### src/rtl/cache_mem_arbiter_if.sv
// Cache <-> memory request bundle for one core: icache fill, dcache load/store, RAM port.
// The arbiter takes the slave view; caches plus RAM model together form the master view.
interface cache_mem_arbiter_if #(
    parameter int ADDR_W = 32,
    parameter int DATA_W = 32
);
    logic              iREN;
    logic [ADDR_W-1:0] iaddr;
    logic              iwait;
    logic [DATA_W-1:0] iload;

    logic              dREN;
    logic              dWEN;
    logic [ADDR_W-1:0] daddr;
    logic [DATA_W-1:0] dstore;
    logic              dwait;
    logic [DATA_W-1:0] dload;

    logic              ramREN;
    logic              ramWEN;
    logic [ADDR_W-1:0] ramaddr;
    logic [DATA_W-1:0] ramstore;
    logic [DATA_W-1:0] ramload;
    logic [1:0]        ramstate;

    modport slave (
        input  iREN, iaddr, dREN, dWEN, daddr, dstore, ramload, ramstate,
        output iwait, iload, dwait, dload, ramREN, ramWEN, ramaddr, ramstore
    );

    modport master (
        output iREN, iaddr, dREN, dWEN, daddr, dstore, ramload, ramstate,
        input  iwait, iload, dwait, dload, ramREN, ramWEN, ramaddr, ramstore
    );
endinterface

### src/rtl/cache_mem_arbiter.sv
// Serialises icache fills and dcache loads/stores onto one single-ported RAM.
// Define ARB_ROUND_ROBIN_EN to alternate grants when both caches request together.
module cache_mem_arbiter #(
    parameter int ADDR_W = 32,
    parameter int DATA_W = 32
) (
    input  logic                  CLK,
    input  logic                  nRST,
    cache_mem_arbiter_if.slave    bus
);
    localparam logic [1:0] RAM_ACCESS = 2'd2;

    typedef enum logic [1:0] {IDLE, ISVC, DSVC} state_t;

    state_t            r_state;
    state_t            w_next;
    logic              w_dreq;
    logic              w_grant_d;
    logic              w_icomp;
    logic              w_dcomp;
    logic [ADDR_W-1:0] w_ramaddr;
    logic [DATA_W-1:0] w_ramstore;

    assign w_dreq = bus.dREN | bus.dWEN;

`ifdef ARB_ROUND_ROBIN_EN
    localparam logic GRANT_INSTR = 1'b0;
    localparam logic GRANT_DATA  = 1'b1;

    logic r_last_grant;

    // On a tie the side that did not complete last wins, so dcache streaming can't starve fills.
    assign w_grant_d = w_dreq && !(bus.iREN && (r_last_grant == GRANT_DATA));

    always_ff @(posedge CLK or negedge nRST) begin
        if (!nRST)
            r_last_grant <= GRANT_INSTR;
        else if (w_icomp)
            r_last_grant <= GRANT_INSTR;
        else if (w_dcomp)
            r_last_grant <= GRANT_DATA;
    end
`else
    assign w_grant_d = w_dreq;
`endif

    always_ff @(posedge CLK or negedge nRST) begin
        if (!nRST)
            r_state <= IDLE;
        else
            r_state <= w_next;
    end

    always_comb begin
        w_next     = r_state;
        w_icomp    = 1'b0;
        w_dcomp    = 1'b0;
        w_ramaddr  = '0;
        w_ramstore = '0;
        bus.iwait  = 1'b1;
        bus.dwait  = 1'b1;
        bus.iload  = '0;
        bus.dload  = '0;
        bus.ramREN = 1'b0;
        bus.ramWEN = 1'b0;
        case (r_state)
            IDLE: begin
                if (w_grant_d)
                    w_next = DSVC;
                else if (bus.iREN)
                    w_next = ISVC;
            end
            ISVC: begin
                // A dropped strobe is an abort: no RAM strobe, no completion pulse.
                if (!bus.iREN) begin
                    w_next = IDLE;
                end else begin
                    bus.ramREN = 1'b1;
                    w_ramaddr  = bus.iaddr;
                    if (bus.ramstate == RAM_ACCESS) begin
                        bus.iwait = 1'b0;
                        bus.iload = bus.ramload;
                        w_icomp   = 1'b1;
                        w_next    = IDLE;
                    end
                end
            end
            DSVC: begin
                if (!w_dreq) begin
                    w_next = IDLE;
                end else begin
                    w_ramaddr = bus.daddr;
                    if (bus.dWEN) begin
                        bus.ramWEN = 1'b1;
                        w_ramstore = bus.dstore;
                    end else begin
                        bus.ramREN = 1'b1;
                    end
                    if (bus.ramstate == RAM_ACCESS) begin
                        bus.dwait = 1'b0;
                        bus.dload = bus.dWEN ? '0 : bus.ramload;
                        w_dcomp   = 1'b1;
                        w_next    = IDLE;
                    end
                end
            end
            default: w_next = IDLE;
        endcase
    end

    assign bus.ramaddr  = w_ramaddr;
    assign bus.ramstore = w_ramstore;
endmodule

### src/flat_wrapper.sv
// flat-port wrapper written by rule: the top's interface ports become plain ports
module cache_mem_arbiter_flat 
#(
    parameter int ADDR_W = 32,
    parameter int DATA_W = 32
)
  (CLK, nRST, bus_iREN, bus_iaddr, bus_dREN, bus_dWEN, bus_daddr, bus_dstore, bus_ramload, bus_ramstate, bus_iwait, bus_iload, bus_dwait, bus_dload, bus_ramREN, bus_ramWEN, bus_ramaddr, bus_ramstore);
  cache_mem_arbiter_if #(.ADDR_W(ADDR_W), .DATA_W(DATA_W)) bus_i ();
  input  logic CLK;
  input  logic nRST;
  input wire logic [$bits(bus_i.iREN)-1:0] bus_iREN;
  input wire logic [$bits(bus_i.iaddr)-1:0] bus_iaddr;
  input wire logic [$bits(bus_i.dREN)-1:0] bus_dREN;
  input wire logic [$bits(bus_i.dWEN)-1:0] bus_dWEN;
  input wire logic [$bits(bus_i.daddr)-1:0] bus_daddr;
  input wire logic [$bits(bus_i.dstore)-1:0] bus_dstore;
  input wire logic [$bits(bus_i.ramload)-1:0] bus_ramload;
  input wire logic [$bits(bus_i.ramstate)-1:0] bus_ramstate;
  output wire logic [$bits(bus_i.iwait)-1:0] bus_iwait;
  output wire logic [$bits(bus_i.iload)-1:0] bus_iload;
  output wire logic [$bits(bus_i.dwait)-1:0] bus_dwait;
  output wire logic [$bits(bus_i.dload)-1:0] bus_dload;
  output wire logic [$bits(bus_i.ramREN)-1:0] bus_ramREN;
  output wire logic [$bits(bus_i.ramWEN)-1:0] bus_ramWEN;
  output wire logic [$bits(bus_i.ramaddr)-1:0] bus_ramaddr;
  output wire logic [$bits(bus_i.ramstore)-1:0] bus_ramstore;
  assign bus_i.iREN = bus_iREN;
  assign bus_i.iaddr = bus_iaddr;
  assign bus_i.dREN = bus_dREN;
  assign bus_i.dWEN = bus_dWEN;
  assign bus_i.daddr = bus_daddr;
  assign bus_i.dstore = bus_dstore;
  assign bus_i.ramload = bus_ramload;
  assign bus_i.ramstate = bus_ramstate;
  assign bus_iwait = bus_i.iwait;
  assign bus_iload = bus_i.iload;
  assign bus_dwait = bus_i.dwait;
  assign bus_dload = bus_i.dload;
  assign bus_ramREN = bus_i.ramREN;
  assign bus_ramWEN = bus_i.ramWEN;
  assign bus_ramaddr = bus_i.ramaddr;
  assign bus_ramstore = bus_i.ramstore;
  cache_mem_arbiter #(.ADDR_W(ADDR_W), .DATA_W(DATA_W)) u_core (.CLK(CLK), .nRST(nRST), .bus(bus_i));
endmodule
### config.mk
export PLATFORM = sky130hd
export DESIGN_NAME = cache_mem_arbiter_flat
export DESIGN_NICKNAME = d
export VERILOG_FILES = /design/src/rtl/cache_mem_arbiter_if.sv /design/src/rtl/cache_mem_arbiter.sv /design/src/flat_wrapper.sv
export SDC_FILE = /design/constraint.sdc
export NUM_CORES = 1
export LEC_CHECK = 0
export CORE_AREA = 5 5 101 103
export CTS_BUF_LIST = sky130_fd_sc_hd__clkbuf_4
export CTS_CLUSTER_DIAMETER = 80
export CTS_CLUSTER_SIZE = 25
export DETAILED_ROUTE_END_ITERATION = 8
export DIE_AREA = 0 0 106 108
export GPL_TIMING_DRIVEN = 1
export HOLD_SLACK_MARGIN = 0.03
export PLACE_DENSITY = 0.64
export SYNTH_ARGS = -nofsm -noshare
export SYNTH_HDL_FRONTEND = slang
export SYNTH_SLANG_ARGS = --single-unit
### constraint.sdc
create_clock -name CLK -period 2.3 [get_ports CLK]
set_clock_uncertainty 0.05 [all_clocks]
set_input_delay 0.46 -clock CLK [delete_from_list [all_inputs] [get_ports CLK]]
set_output_delay 0.46 -clock CLK [all_outputs]
set_load 0.02 [all_outputs]
==> summary.md, run 1 <==
| Metric | Value |
|---|---|
| Run status | complete, no violations |
| Syn. warnings | 0 |
| CTS tree | built |
| Routed vias | 2722 |
| Largest net degree at the start of global routing | 36 |
| CP Launch Type | input pin |
| Hold crit path type | in2async |
| Fin nets | 634 |
| Root Buffer | clkbuf_4 |
| Chip width | 106 um |
| Distinct cell type count after synthesis | 27 |
| Simple logic cell fraction of the synthesized area | ~62% |
| Core box area | slightly above 9000 um2 |
| Peak VDD IR | 0.000294 V |
| Cells after Synth | around 220 |
| EDFF count, synth | 0 |
| H-tree lvl count | 1 |
| Post-route ant nets | 0 |
| Layout cells sized above 1 | 33.5% |
| Wire per inst | 17.7 um |
| Post-DP HPWL | 7920 um |
| Die height | roughly 110 um |
| Mean cell area of the mapped netlist | 6.50 um2 |
| Top-level I/O count | 267 |
| Initial Util | 15.4% |
| IO buf count | 266 |
| Die ar. | 11400 um2 |
| Worst path required time | ~1.8 ns |
| Leakage | 2.28 nW |
| Cell area after layout | between 4000 and 5000 um2 |
| R2R Setup Slk | a little over 0.7 ns |
| Slew @ Worst Pin | 0.288 ns |
| Critical path depth | 6 |
| Num CTS Buffers | 3 |
| CP bufs+invs | 3 |
| Global-route wire length before repair | approximately 15000 um |
| Number of fill cells | between 900 and 1000 |
| FP Rows | 35 |
| Max Cap Viol | 0 |
| Clock-pin slew on the worst setup and hold paths | ~0.040 ns |
| Clock Sinks | 2 |
| Critical path endpoint category | primary output |
| Reg2reg path depth | 7 |
| Final Hold Viols | 0 |
| DRC viols | 0 |
| Asr flop ratio synth | 100% |
| DR vias/cell | 4.51 |
| WS Path Type | in2out |
| Ant diodes | 0 |
| Final slew viol count | 0 |
| Iteration count of the initial detailed-routing pass | 6 |
| Worst r2r src | u_core.r_state[1] |
| Highest clock rate | 444 MHz |
| Post-synthesis mux area share | 0% |
| Total congestion overflow | 0 |
| Slowest CP cell | dlygate4sd2_1 |
| Critical Path Max Stage Delay | 0.30 ns |
| Reg2Reg Capture Point | u_core.r_state[1] |
| Final setup violation count | 0 |
| Final worst path period share | 98.0% |
| DR iter-0 viols | 106 |
| Synth Area in Compound Gates | 21.1% |
| Sequential element share of the synthesized area | 3.57% |
| Pwr dens | 517 nW/um2 |
| Worst path cell trace | dlygate4sd2_1, nand3b_1, nor2_4, bufbuf_16, and2_1, buf_4 |
| Total GRT Usage | 15.9% |
| GPL Wtd Cong | between 0.8 and 0.9 |
| Synthesized cell area | 1400 um2 |
| Worst setup path endpoint | bus_dload[21] |
| Fin crit period | ~2.3 ns |
| Worst-Skew Late Latency | 0.24 ns |
| Crit-path max FO | 8 |
| Syn Nets | between 300 and 400 |
| Layout area overhead | 210% |
| Top flop regs | u_core.r_state x2 |
| XOR/XNOR Fraction of Synth Area | 0% |
| Area share of fa/ha/maj cells after synthesis | under 10% |
| Flip-flop count of the largest register after layout | 2 |
| Largest Register | u_core.r_state |
| Data arrival, critical path | 1.74 ns |
| Placed Area | 4290 um2 |
| Yosys reg bits | 2 |
| Deepest clock path buffer count | 2 |
| Post-Route WL | ~11000 um |
| WHS | between 0.3 and 0.4 ns |
| Slew headroom | 80.7% |
| Vias in the first global route | 2735 |
| Largest family of logic cells by synthesized area | simple AND/OR/NAND/NOR gates |
| RSZ-0062 raised after global routing | yes |
| Initial antenna violation count | 0 |
| Ys flop type | dfrtp_1 |
| Crit path launch | bus_dWEN |
| Cell family with most CP delay | buffers and inverters |
through the flow:
stage / util, % / cells / power (W) / setup WS [ns] / setup TNS [ns]
after floorplan: - / 216 / 0.00104 / 0.263 / 0
after global placement: 47.1 / 584 / 0.00200 / -0.475 / -48.43
after detailed placement: 47.1 / 584 / 0.00201 / -0.504 / -51.62
after CTS: 45.7 / 594 / 0.00203 / -0.0466 / -0.450
after global routing: 47.7 / 604 / 0.00240 / -0.0279 / -0.261
final: 47.7 / 604 / 0.00225 / 0.0464 / 0
how the worst min path moves through the flow:
stage	from	end
after floorplan	nRST	u_core.r_state[0]
after global placement	u_core.r_state[1]	u_core.r_state[1]
after detailed placement	u_core.r_state[1]	u_core.r_state[1]
after CTS	nRST	u_core.r_state[1]
after global routing	nRST	u_core.r_state[1]
final	nRST	u_core.r_state[1]
synth_stat cells (2+ instances only):
cell type  number  area [um2]
nand2_1         3        11.3
nor2_1          5        18.8
nor2b_1        33         206
buf_2           4        20.0
dfrtp_1         2        50.1
a22oi_1        32         240
and3_1         60         375
inv_1           3        11.3
and3_2          3        22.5
clkbuf_1       15        56.3
and2_1         33         206
ha_1            4        50.1
clkbuf_2        3        15.0
buf_4           3        22.5
routing by layer:
layer	vias to the layer above	share of wire, %	wire (um)	global-route usage [%]
met5	-	0	0	0
met4	0	0.87	93	2.59
met3	8	9.8	1050	5.25
met2	151	51	5430	29.9
met1	1235	38	4100	17.8
li1	1328	-	-	-
logic make-up (layout without fill, tap and decap cells):
kind of cell,after synthesis,after routing
adder cells (fa/ha/maj),4,4
AND/OR/NAND/NOR,141,141
flip-flops,2,2
buffers and inverters,29,306
AO/OA/AOI/OAI,40,40
layout by cell type (no fill, tap or decap), types with 2 or more instances in the layout:
master           count
clkbuf_16            5
and2_1              29
ha_4                 2
nor2_1               5
clkbuf_2             2
buf_16               2
buf_6               13
buf_4               52
nor2b_1             32
a22oi_2             12
nand2_1              3
buf_2               51
a22oi_1             20
dlymetal6s2s_1       3
buf_12               6
and2_4               4
and3_2               3
clkdlybuf4s50_1    129
and3_1              60
inv_2                2
dlygate4sd2_1       35
clkbuf_4             3
final cells by class:
class | instances | area (um2) | area share, %
well taps | 111 | 139 | 3.19
inverters | 3 | 11.3 | 0.259
multi-input cells | 185 | 1340 | 30.9
flip-flops and latches | 2 | 51.3 | 1.18
repair buffers | 300 | 2780 | 64.0
clock buffers | 3 | 22.5 | 0.518
what timing repair did:
action	4_1_cts	5_1_grt
setup endpoints to repair	132	87
gates resized for setup	443	77
cloned	3	8
pin swaps	2	3
hold buffers	0	0
buffers inserted	4	2
power breakdown:
part           leakage [nW]  internal, W  switching, W
registers            0.0245    0.0000495     0.0000179
clock network        0.0138    0.0000581     0.0000261
logic                  2.25      0.00111      0.000988
total                  2.28      0.00122       0.00103
Note: power is estimated with default switching activity, not from simulation.
==> inputs of run 2 (changes only) <==
--- a/config.mk
+++ b/config.mk
@@ -12,7 +12,7 @@
 export DETAILED_ROUTE_END_ITERATION = 8
 export DIE_AREA = 0 0 106 108
 export GPL_TIMING_DRIVEN = 1
-export HOLD_SLACK_MARGIN = 0.03
+export HOLD_SLACK_MARGIN = 0.15
 export PLACE_DENSITY = 0.64
 export SYNTH_ARGS = -nofsm -noshare
 export SYNTH_HDL_FRONTEND = slang
==> results of run 2 <==
Same layout as run 1: the final DEF is identical, and so are final timing and power.
==> inputs of run 3 (changes only) <==
--- a/config.mk
+++ b/config.mk
@@ -5,15 +5,16 @@
 export SDC_FILE = /design/constraint.sdc
 export NUM_CORES = 1
 export LEC_CHECK = 0
-export CORE_AREA = 5 5 101 103
+export ABC_AREA = 1
+export CORE_AREA = 5 5 100 102
 export CTS_BUF_LIST = sky130_fd_sc_hd__clkbuf_4
 export CTS_CLUSTER_DIAMETER = 80
 export CTS_CLUSTER_SIZE = 25
 export DETAILED_ROUTE_END_ITERATION = 8
-export DIE_AREA = 0 0 106 108
+export DIE_AREA = 0 0 105 107
 export GPL_TIMING_DRIVEN = 1
 export HOLD_SLACK_MARGIN = 0.15
-export PLACE_DENSITY = 0.64
+export PLACE_DENSITY = 0.67
 export SYNTH_ARGS = -nofsm -noshare
 export SYNTH_HDL_FRONTEND = slang
 export SYNTH_SLANG_ARGS = --single-unit
==> run 3 against run 2 <==
Against the previous run: first-iteration DRC count rose by 32%; clock power decreased by 9.4%; maximum frequency grew 0.49%; final area decreased by 6.3%; non-clock buffer count decreased by 8; synthesized cell count rose by 47%; critical path type unchanged.
==> summary.md, run 3 <==
| Metric | Value |
|---|---|
| Final worst path period share | 97.5% (-0.48 points) |
| Slew headroom | 68.9% (-12 points) |
| Global-route wire length before repair | 14000 um (-5.1%) |
| Initial antenna violation count | 0 (unchanged) |
| Top cells by count, synth | nand2_1, inv_1, nor2_1 |
| Max Cap Viol | 0 (unchanged) |
| DP Cell Count | 698 (+20%) |
| Largest net degree at the start of global routing | 34 (-5.6%) |
| Yosys reg bits | 2 (unchanged) |
| DRC viols | 0 (unchanged) |
| Area leader, netlist | nand2_1 |
| # hold bufs at CTS | 0 (unchanged) |
| Final slew viol count | 0 (unchanged) |
| Area share of the largest cell type after synthesis | 18.6% (-8.1 points) |
| Placed Area | 4530 um2 (+5.6%) |
| Number of fill cells | 1005 (+5.2%) |
| Cell area after layout | 4070 um2 (-6.3%) |
| Cells after Synth | 317 (+47%) |
| Layout cells sized above 1 | 32.4% (-1.1 points) |
| Distinct cell type count after synthesis | 20 (-26%) |
| Synthesized cell area | 1590 um2 (+14%) |
| Multi-input logic area | 1150 um2 (-14%) |
| Flip-flop count of the largest register after layout | 2 (unchanged) |
| CP bufs+invs | 4 (+1) |
| Die height | 107 um (-0.93%) |
| Hold crit path type | in2async |
| CP Launch Type | input pin |
| Clk pwr share | 3.8% (about the same) |
| Worst r2r src | u_core.r_state[0] |
| Fin nets | 731 (+15%) |
| Worst path cell trace | clkdlybuf4s50_1, inv_1, nor2_4, nand2_4, buf_4, nor3_2, clkdlybuf4s15_2 |
| Root Buffer | clkbuf_4 |
| Reg2Reg Capture Point | u_core.r_state[1] |
| Wire per inst | 13.3 um (-25%) |
| Vias in the first global route | 2832 (+3.5%) |
| Post-Route WL | 9330 um (-13%) |
| Clock-pin slew on the worst setup and hold paths | 0.03 ns (about the same) |
| Critical path depth | 7 (+1) |
| Ys flop type | dfrtp_1 |
| Layout area overhead | 156% |
| Peak VDD IR | 0.000397 V (+35%) |
| Total GRT Usage | 14.9% (-1.1 points) |
| Most frequent cells in the layout | clkdlybuf4s50_1, nand2_1, inv_1 |
| Final Hold Viols | 0 (unchanged) |
| Asr flop ratio synth | 100% (unchanged) |
| Switching Share | 55.4% (+9.5 points) |
| FP Rows | 35 (unchanged) |
| Worst path required time | 1.79 ns (about the same) |
| DR vias/cell | 4.13 (-8.4%) |
| Leakage | 2.20 nW (-3.9%) |
| Data arrival, critical path | 1.73 ns (about the same) |
| GPL Wtd Cong | 0.754 (-9.9%) |
| Fin crit period | 2.24 ns (-0.0109 ns) |
| Iteration count of the initial detailed-routing pass | 4 (-2) |
| Num CTS Buffers | 3 (unchanged) |
| Final setup violation count | 0 (unchanged) |
| Slowest CP cell | clkdlybuf4s50_1 |
| Int Pwr | 0.000885 W (-27%) |
| Tot Pwr | 0.00198 W (-12%) |
| Pwr dens | 487 nW/um2 (-5.8%) |
| Post-DP HPWL | 8040 um (+1.6%) |
| Run status | complete, no violations |
| Sequential element share of the synthesized area | 3.14% (-0.43 points) |
| Commonest non-fill, non-tap cell in the layout | clkdlybuf4s50_1 |
| Ranking of synthesized cells by area | nand2_1, nor3_2, inv_1 |
| RSZ-0062 raised after global routing | yes |
| Syn Nets | 456 (+28%) |
| Post-CTS setup buffer count | 0 (-4) |
| H-tree lvl count | 1 (unchanged) |
| Initial Util | 17.7% (+2.3 points) |
| Top-level I/O count | 267 (unchanged) |
| Chip width | 105 um (-0.94%) |
| CTS tree | built |
| Crit-path max FO | 7 (-1) |
| Core box area | 9020 um2 (-0.96%) |
| Finished Layout Cells | 701 (+16%) |
| Top flop regs | u_core.r_state x2 |
| Psw | 0.00110 W (+6.6%) |
| IO buf count | 266 (unchanged) |
| Syn. warnings | 0 (unchanged) |
| Post-route ant nets | 0 (unchanged) |
| Die ar. | 11200 um2 (-1.9%) |
| Clock Sinks | 2 (unchanged) |
| Largest Register | u_core.r_state |
| R2R Setup Slk | 0.96 ns (+0.25 ns) |
| Slew @ Worst Pin | 0.466 ns (+0.178 ns) |
| Mean cell area of the mapped netlist | 5.03 um2 (-23%) |
| Cell with the most instances after synthesis | nand2_1 |
| Setup TNS | 0 ns (unchanged) |
| WS Path Type | in2out |
| Seq. cell area | 50.0 um2 (-2.4%) |
| Ant diodes | 0 (unchanged) |
| WHS | 0.351 ns (+0.0175 ns) |
| EDFF count, synth | 0 (unchanged) |
| Critical Path Max Stage Delay | 0.46 ns (+0.16 ns) |
| Total congestion overflow | 0 (unchanged) |
| Critical path endpoint category | primary output |
| Comb power frac | 93.1% (-0.2 points) |
| Highest clock rate | 446 MHz (+0.49%) |
| Deepest clock path buffer count | 2 (unchanged) |
| DR iter-0 viols | 140 (+32%) |
| Routed vias | 2894 (+6.3%) |
| Sequential share of power | 3.1% (about the same) |
| Reg2reg path depth | 9 (+2) |
| Cell family with most CP delay | buffers and inverters |
| Worst-Skew Late Latency | 0.22 ns (-0.02 ns) |
==> run 3: final cells by class <==
type                       instances  share of cell area, %
multi-input combinational        222                   28.3
clock buffer                       3                  0.553
timing repair buffer             292                   59.9
sequential                         2                   1.23
inverter                          71                   6.60
tap                              111                   3.41
==> run 3: kinds of logic after synthesis <==
kind of cell	share of synthesized area, %
AOI/OAI and AO/OA	11.7
DFF	3.14
and+or+nand+nor	56.0
buffers and inverters	26.1
adders and majority gates	3.14
==> run 3: power by group through the flow <==
stage	clock [W]	sequential, W	combinational (W)
finish	0.0000762	0.0000617	0.00185
global route	0.0000804	0.0000646	0.00202
CTS	0.0000804	0.0000625	0.00186
detailed placement	0	0.0000627	0.00209
global placement	0	0.0000617	0.00207
floorplan	0	0.0000624	0.00102
==> run 3: worst reg2reg max path, stage by stage (launching register included) <==
cell	delay (ns)
dfrtp_1	0.37
buf_4	0.14
ha_1	0.18
nand2_1	0.09
buf_4	0.12
nand2_1	0.06
nand2_1	0.06
nand2_1	0.05
nand2_1	0.05
nand2_1	0.04
==> run 3: routing by layer <==
layer  GRT usage [%]  vias up  part of all wire (%)
met4            2.92        0                  0.80
met3            3.85        6                   7.8
met1            17.4     1265                    40
met2            27.2      148                    51
li1                -     1475                     -
met5               0        -                     0
==> run 3: worst max path at each step <==
stage / slack, ns / startpoint / endpoint
detailed placement: -0.40 / bus_iREN / bus_iload[16]
global placement: -0.38 / bus_dREN / bus_dload[31]
floorplan: 0.34 / u_core.r_state[0] / bus_dload[31]
finish: 0.06 / bus_ramstate[1] / bus_dload[2]
global route: -0.01 / bus_ramstate[1] / bus_dload[1]
CTS: 0.0003 / bus_dREN / bus_ramaddr[0]
==> run 3: what timing repair did <==
| action | CTS | global route |
|---|---|---|
| resized for setup | 398 | 122 |
| setup endpoints to repair | 132 | 92 |
| pin swaps | 0 | 0 |
==> run 3: per-stage QoR <==
step           setup slack, ns  utilization, %
2_1_floorplan            0.345               -
3_3_place_gp            -0.382            50.2
3_5_place_dp            -0.397            50.2
4_1_cts               0.000272            46.3
5_1_grt                -0.0123            45.2
6_report                0.0574            45.2
